$ cat src/rtl/bs_rr_schdlr_8drvrs.sv
// Round-robin bus scheduler: pops one word at a time from up to 8 driver FIFOs and delivers it to one or all receivers.
// Optional macro BS_TMO_EN: drop a word whose destination stays full for TMO cycles.
module bs_rr_schdlr_8drvrs #(
  parameter int unsigned bits      = 32,
  parameter int unsigned drvrs     = 8,
  parameter logic [7:0]  broadcast = {8{1'b1}},
  parameter logic [7:0]  BCAST_ID  = 8'hFF,
  parameter int unsigned TMO       = 16
) (
  input  logic                  clk,
  input  logic                  reset,
  input  logic [drvrs-1:0]      pndng,
  input  logic [drvrs*bits-1:0] D_pop,
  input  logic [drvrs-1:0]      full,
  output logic [drvrs-1:0]      pop,
  output logic [drvrs-1:0]      push,
  output logic [bits-1:0]       D_push,
  output logic [drvrs-1:0]      gnt,
  output logic                  busy,
  output logic                  err_dst,
  output logic                  drop
);

  localparam int LW = (drvrs > 1) ? $clog2(drvrs) : 1;
  localparam logic [drvrs-1:0] ONE = {{(drvrs-1){1'b0}}, 1'b1};

  if (drvrs < 2 || drvrs > 8 || bits < 8 || TMO < 1) begin : g_param_chk
    $error("bs_rr_schdlr_8drvrs: unsupported parameter combination");
  end

  typedef enum logic [1:0] {IDLE, POP, DLVR} state_t;

  state_t            state_q;
  logic [LW-1:0]     last_q;
  logic [drvrs-1:0]  gnt_q;
  logic [drvrs-1:0]  pop_q;
  logic [drvrs-1:0]  dmask_q;
  logic [bits-1:0]   data_q;
  logic              err_q;

  logic [LW-1:0]     win_d;
  logic [bits-1:0]   head_d;
  logic [7:0]        id_d;
  logic [drvrs-1:0]  dmask_d;
  logic              id_ok_d;
  logic              blocked_d;
  int                idx;
  logic              found;

  // Search starts just above the previous winner so every pending driver gets a turn.
  always_comb begin
    found = 1'b0;
    idx   = 0;
    win_d = last_q;
    for (int k = 1; k <= int'(drvrs); k++) begin
      idx = (int'(last_q) + k) % int'(drvrs);
      if (!found && pndng[LW'(idx)]) begin
        found = 1'b1;
        win_d = LW'(idx);
      end
    end
  end

  assign head_d = D_pop[int'(last_q)*bits +: bits];
  assign id_d   = head_d[bits-1 -: 8];

  always_comb begin
    id_ok_d = 1'b1;
    dmask_d = '0;
    if (int'(id_d) < int'(drvrs)) begin
      dmask_d = ONE << id_d;
    end else if (id_d == BCAST_ID) begin
      dmask_d = broadcast[drvrs-1:0] & ~gnt_q;
    end else begin
      id_ok_d = 1'b0;
    end
  end

  assign blocked_d = |(dmask_q & full);

`ifdef BS_TMO_EN
  localparam int CW = $clog2(TMO + 1);
  logic [CW-1:0] cnt_q;
  logic          drop_q;
`endif

  always_ff @(posedge clk) begin
    if (reset) begin
      state_q <= IDLE;
      last_q  <= LW'(drvrs - 1);
      gnt_q   <= '0;
      pop_q   <= '0;
      dmask_q <= '0;
      data_q  <= '0;
      err_q   <= 1'b0;
`ifdef BS_TMO_EN
      cnt_q   <= '0;
      drop_q  <= 1'b0;
`endif
    end else begin
      err_q <= 1'b0;
      pop_q <= '0;
`ifdef BS_TMO_EN
      drop_q <= 1'b0;
`endif
      case (state_q)
        IDLE: begin
          if (|pndng) begin
            gnt_q   <= ONE << win_d;
            pop_q   <= ONE << win_d;
            last_q  <= win_d;
            state_q <= POP;
          end
        end
        POP: begin
          data_q  <= head_d;
          dmask_q <= dmask_d;
          if (!id_ok_d) begin
            err_q   <= 1'b1;
            gnt_q   <= '0;
            state_q <= IDLE;
          end else if (dmask_d == '0) begin
            gnt_q   <= '0;
            state_q <= IDLE;
          end else begin
            state_q <= DLVR;
`ifdef BS_TMO_EN
            cnt_q   <= '0;
`endif
          end
        end
        DLVR: begin
          if (!blocked_d) begin
            gnt_q   <= '0;
            state_q <= IDLE;
`ifdef BS_TMO_EN
          end else if (cnt_q == CW'(TMO - 1)) begin
            drop_q  <= 1'b1;
            gnt_q   <= '0;
            state_q <= IDLE;
          end else begin
            cnt_q   <= cnt_q + 1'b1;
`endif
          end
        end
        default: begin
          gnt_q   <= '0;
          state_q <= IDLE;
        end
      endcase
    end
  end

  // Push fires combinationally in the first DLVR cycle where every target has room.
  assign push    = (state_q == DLVR && !blocked_d && !reset) ? dmask_q : '0;
  assign pop     = pop_q;
  assign gnt     = gnt_q;
  assign D_push  = data_q;
  assign busy    = (state_q != IDLE);
  assign err_dst = err_q;
`ifdef BS_TMO_EN
  assign drop    = drop_q;
`else
  assign drop    = 1'b0;
`endif

endmodule
$ cat config.mk
export PLATFORM = sky130hd
export DESIGN_NAME = bs_rr_schdlr_8drvrs
export DESIGN_NICKNAME = d
export VERILOG_FILES = /design/src/rtl/bs_rr_schdlr_8drvrs.sv
export SDC_FILE = /design/constraint.sdc
export NUM_CORES = 1
export LEC_CHECK = 0
export CAP_MARGIN = 40
export CORE_AREA = 4 4 128 130
export DETAILED_ROUTE_END_ITERATION = 16
export DIE_AREA = 0 0 132 134
export HOLD_SLACK_MARGIN = 0.05
export PLACE_DENSITY = 0.82
export SLEW_MARGIN = 20
export SYNTH_ARGS = -nofsm -noshare
export SYNTH_HDL_FRONTEND = slang
export SYNTH_SLANG_ARGS = --single-unit
$ cat constraint.sdc
create_clock -name clk -period 6.3 [get_ports clk]
set_input_delay 1.26 -clock clk [delete_from_list [all_inputs] [get_ports clk]]
set_output_delay 1.26 -clock clk [all_outputs]
set_load 0.01 [all_outputs]
==> qor.txt <==
Synth area leaders -> mux4_2 27%, dfxtp_1 23%, mux4_1 5.8%
Cells after DPL -> 1009
Synth Area per Inst -> 10.2 µm²
VDD IR max -> 204 µV
DRT iter0 DRCs -> 544
DIE AREA -> 0.0177 mm²
Final net count -> 1110
Root Buffer -> clkbuf_16
R2R depth -> 9
Top cells by count, synth -> 71 x nand2_1, 65 x mux4_2, 62 x dfxtp_1
Antenna viol nets, final -> 0
Crit Path Max Fanout -> 8
Ports -> 333
First-pass GRT wire length -> 33300 µm
Routed len/inst -> 22.0 µm
IO buf count -> 331
P&R area growth vs syn -> 68.8%
Worst-case clock buffer depth -> 2
Vias in the first global route -> 5787
CP Cell Sequence -> clkdlybuf4s50_1, a22oi_1, nand4_1, nor4b_1, and2_1, clkdlybuf4s50_1
CTS Buf Count -> 9
Hold Path Sink -> dmask_q[7]$_SDFFE_PP0P_
Slowest cell on crit path -> nor4b_1
CP delay by family, top -> simple AND/OR/NAND/NOR gates
Largest net degree at the start of global routing -> 57
Final hold vios -> 0
Share of post-route cells with drive strength above 1 -> 0.138
XOR/XNOR Fraction of Synth Area -> 0.0124
Mean number of vias per cell -> 5.74
Fin. max-slew vios -> 0
Final Non-Filler Cells -> 1028
Worst Clk Skew -> 6.18 ps
Grt total ovfl -> 0
Synth unique cells -> 64
Worst Setup End Kind -> primary output
Flops & latches, synth -> 62
Worst hold start -> dmask_q[7]$_SDFFE_PP0P_
DRT Wirelength -> 22600 µm
Post-Syn Instances -> 532
Tcrit/Tclk final -> 0.768
Final setup vio count -> 0
Worst path required time -> 5040 ps
Post-CTS Setup Inserts -> 0
Global Route Usage Sum -> 0.243
CTS-repair resized insts -> 0
Pre-antenna DRT Iters -> 5
Crit path from -> full[3]
Largest family of logic cells by synthesized area -> multiplexers
WS Path Type -> in2out
PD cells -> 356 mW/mm²
Clk sinks -> 62
Vias -> 5898
Area leader, netlist -> mux4_2
YS warnings -> 0
Initial Util -> 0.359
Min Clock Period, post-route -> 4840 ps
Slowest cell delay on critical path -> 750 ps
H-tree levels -> 3
Reg-to-reg slack, setup -> 2450 ps
Top FF cell, synth -> dfxtp_1
Synth Area in Simple Gates -> 0.155
Sequential fraction of the synthesis area -> 0.229
Final GP Congestion -> 0.895
Syn Nets -> 808
Hpwl dp -> 18100 µm
Core area -> 0.0151 mm²
RSZ-0062 raised after global routing -> false
Most numerous cell in the Yosys netlist -> nand2_1
Complex-gate fraction of the synthesized area -> 0.157
CP Launch Type -> input port
Pleak -> 3.37 nW
Number of core rows -> 45
Remaining DRCs -> 0
Top cell type's share of synthesized area -> 0.270
Die Y-Extent -> 134 µm
HP Class -> reg2reg
Buf+Inv Stages, Crit Path -> 2
Slew headroom -> 0.412
Status -> complete, no violations
Post-synth EDFFs -> 0
Setup TNS -> 0 ps
Synth Area in Adders -> 0.00461
Post-synthesis mux area share -> 0.388
Asr flop ratio synth -> 0
Tightest Pin Transition -> 869 ps
Hold Crit Depth -> 2
Crit path DAT -> 3580 ps
Die Span X -> 132 µm
Mapped Area -> 0.00543 mm²
Crit-path most repeated cell -> clkdlybuf4s50_1
CTS hold repair buffers -> 0
FF-to-FF Start -> last_q[1]$_SDFFE_PP1P_
# fillers -> 1221
CTS tree -> yes
Initial antenna violation count -> 4
Number of max-cap violations -> 0
Fmax -> 0.207 GHz
Clock Latency Late Sink -> 340 ps
Clk slew on worst S/H paths -> 60 ps
Worst R2R End -> last_q[1]$_SDFFE_PP1P_
==> worst reg2reg max path: stages, from the launching register on <==
cell      delay (ps)
dfxtp_4          610
inv_2            230
ha_1             750
mux2_2           440
mux4_2           530
and2_1           180
a31oi_1          140
o31ai_1          130
o21ai_1          510
o211ai_1         190
==> where the power goes <==
part	total, mW	internal [mW]	switching [mW]
Combinational	2.13	1.07	1.06
Sequential	0.618	0.491	0.127
Clock	0.520	0.312	0.208
==> registers in the layout (all words and copies together) (netlist names) <==
register	flops
D_push	32
dmask_q	8
gnt	8
pop	8
last_q	3
state_q	2
err_dst	1
==> logic make-up after synthesis <==
logic type      after synthesis
simple gates                183
compound gates              109
mux                         105
buf+inv                      64
flops                        62
xor+xnor                      6
fa+ha+maj                     2
other cells                   1
==> layout make-up <==
| type | count | area [µm²] | area share |
|---|---|---|---|
| Inverter | 17 | 63.8 | 0.00696 |
| Clock buffer | 9 | 225 | 0.0246 |
| Antenna cell | 1 | 2.50 | 0.000273 |
| Timing Repair Buffer | 338 | 3410 | 0.371 |
| Tap cell | 188 | 235 | 0.0257 |
| Clock inverter | 7 | 80.1 | 0.00873 |
| Sequential cell | 62 | 1250 | 0.136 |
| Multi-Input combinational cell | 406 | 3910 | 0.426 |
==> metal layers <==
metal	share of wire	GRT usage
met4	0.018	0.0624
met2	0.48	0.396
met5	0.00097	0
met3	0.10	0.0713
met1	0.40	0.319
==> how the worst max path moves through the flow <==
stage,depth (start not counted),slack (ps),to
floorplan,4,2680,push[0]
finish,6,1460,push[1]
global placement,6,1550,push[2]
global route,6,1340,push[7]
CTS,6,1440,push[1]
detailed placement,6,1450,push[1]
==> placed cells by master, fill, tap and decap left out, drive strengths merged, types with 5 or more instances in the layout <==
master	count
clkdlybuf4s50	330
clkbuf	9
mux2	6
buf	8
o21ai	13
a311oi	26
o221ai	5
nand4	7
and2	16
o32ai	5
a211oi	13
nor3	6
a22oi	7
inv	21
nor2	50
dfxtp	62
nor2b	5
nand3	12
nand2	72
a21oi	11
mux2i	22
mux4	77
==> stage by stage <==
stage               worst slack [ps]   util  cell area (µm²)  hold WS [ps]  total power, mW
floorplan                       2680      -             5430           440             2.07
global placement                1550  0.581             8790           471             2.68
detailed placement              1450  0.582             8820           475             2.73
CTS                             1440  0.603             9130           480             3.26
global route                    1340  0.605             9170           517             3.47
finish                          1460  0.605             9170           484             3.26
Note: power is estimated with default switching activity, not from simulation.
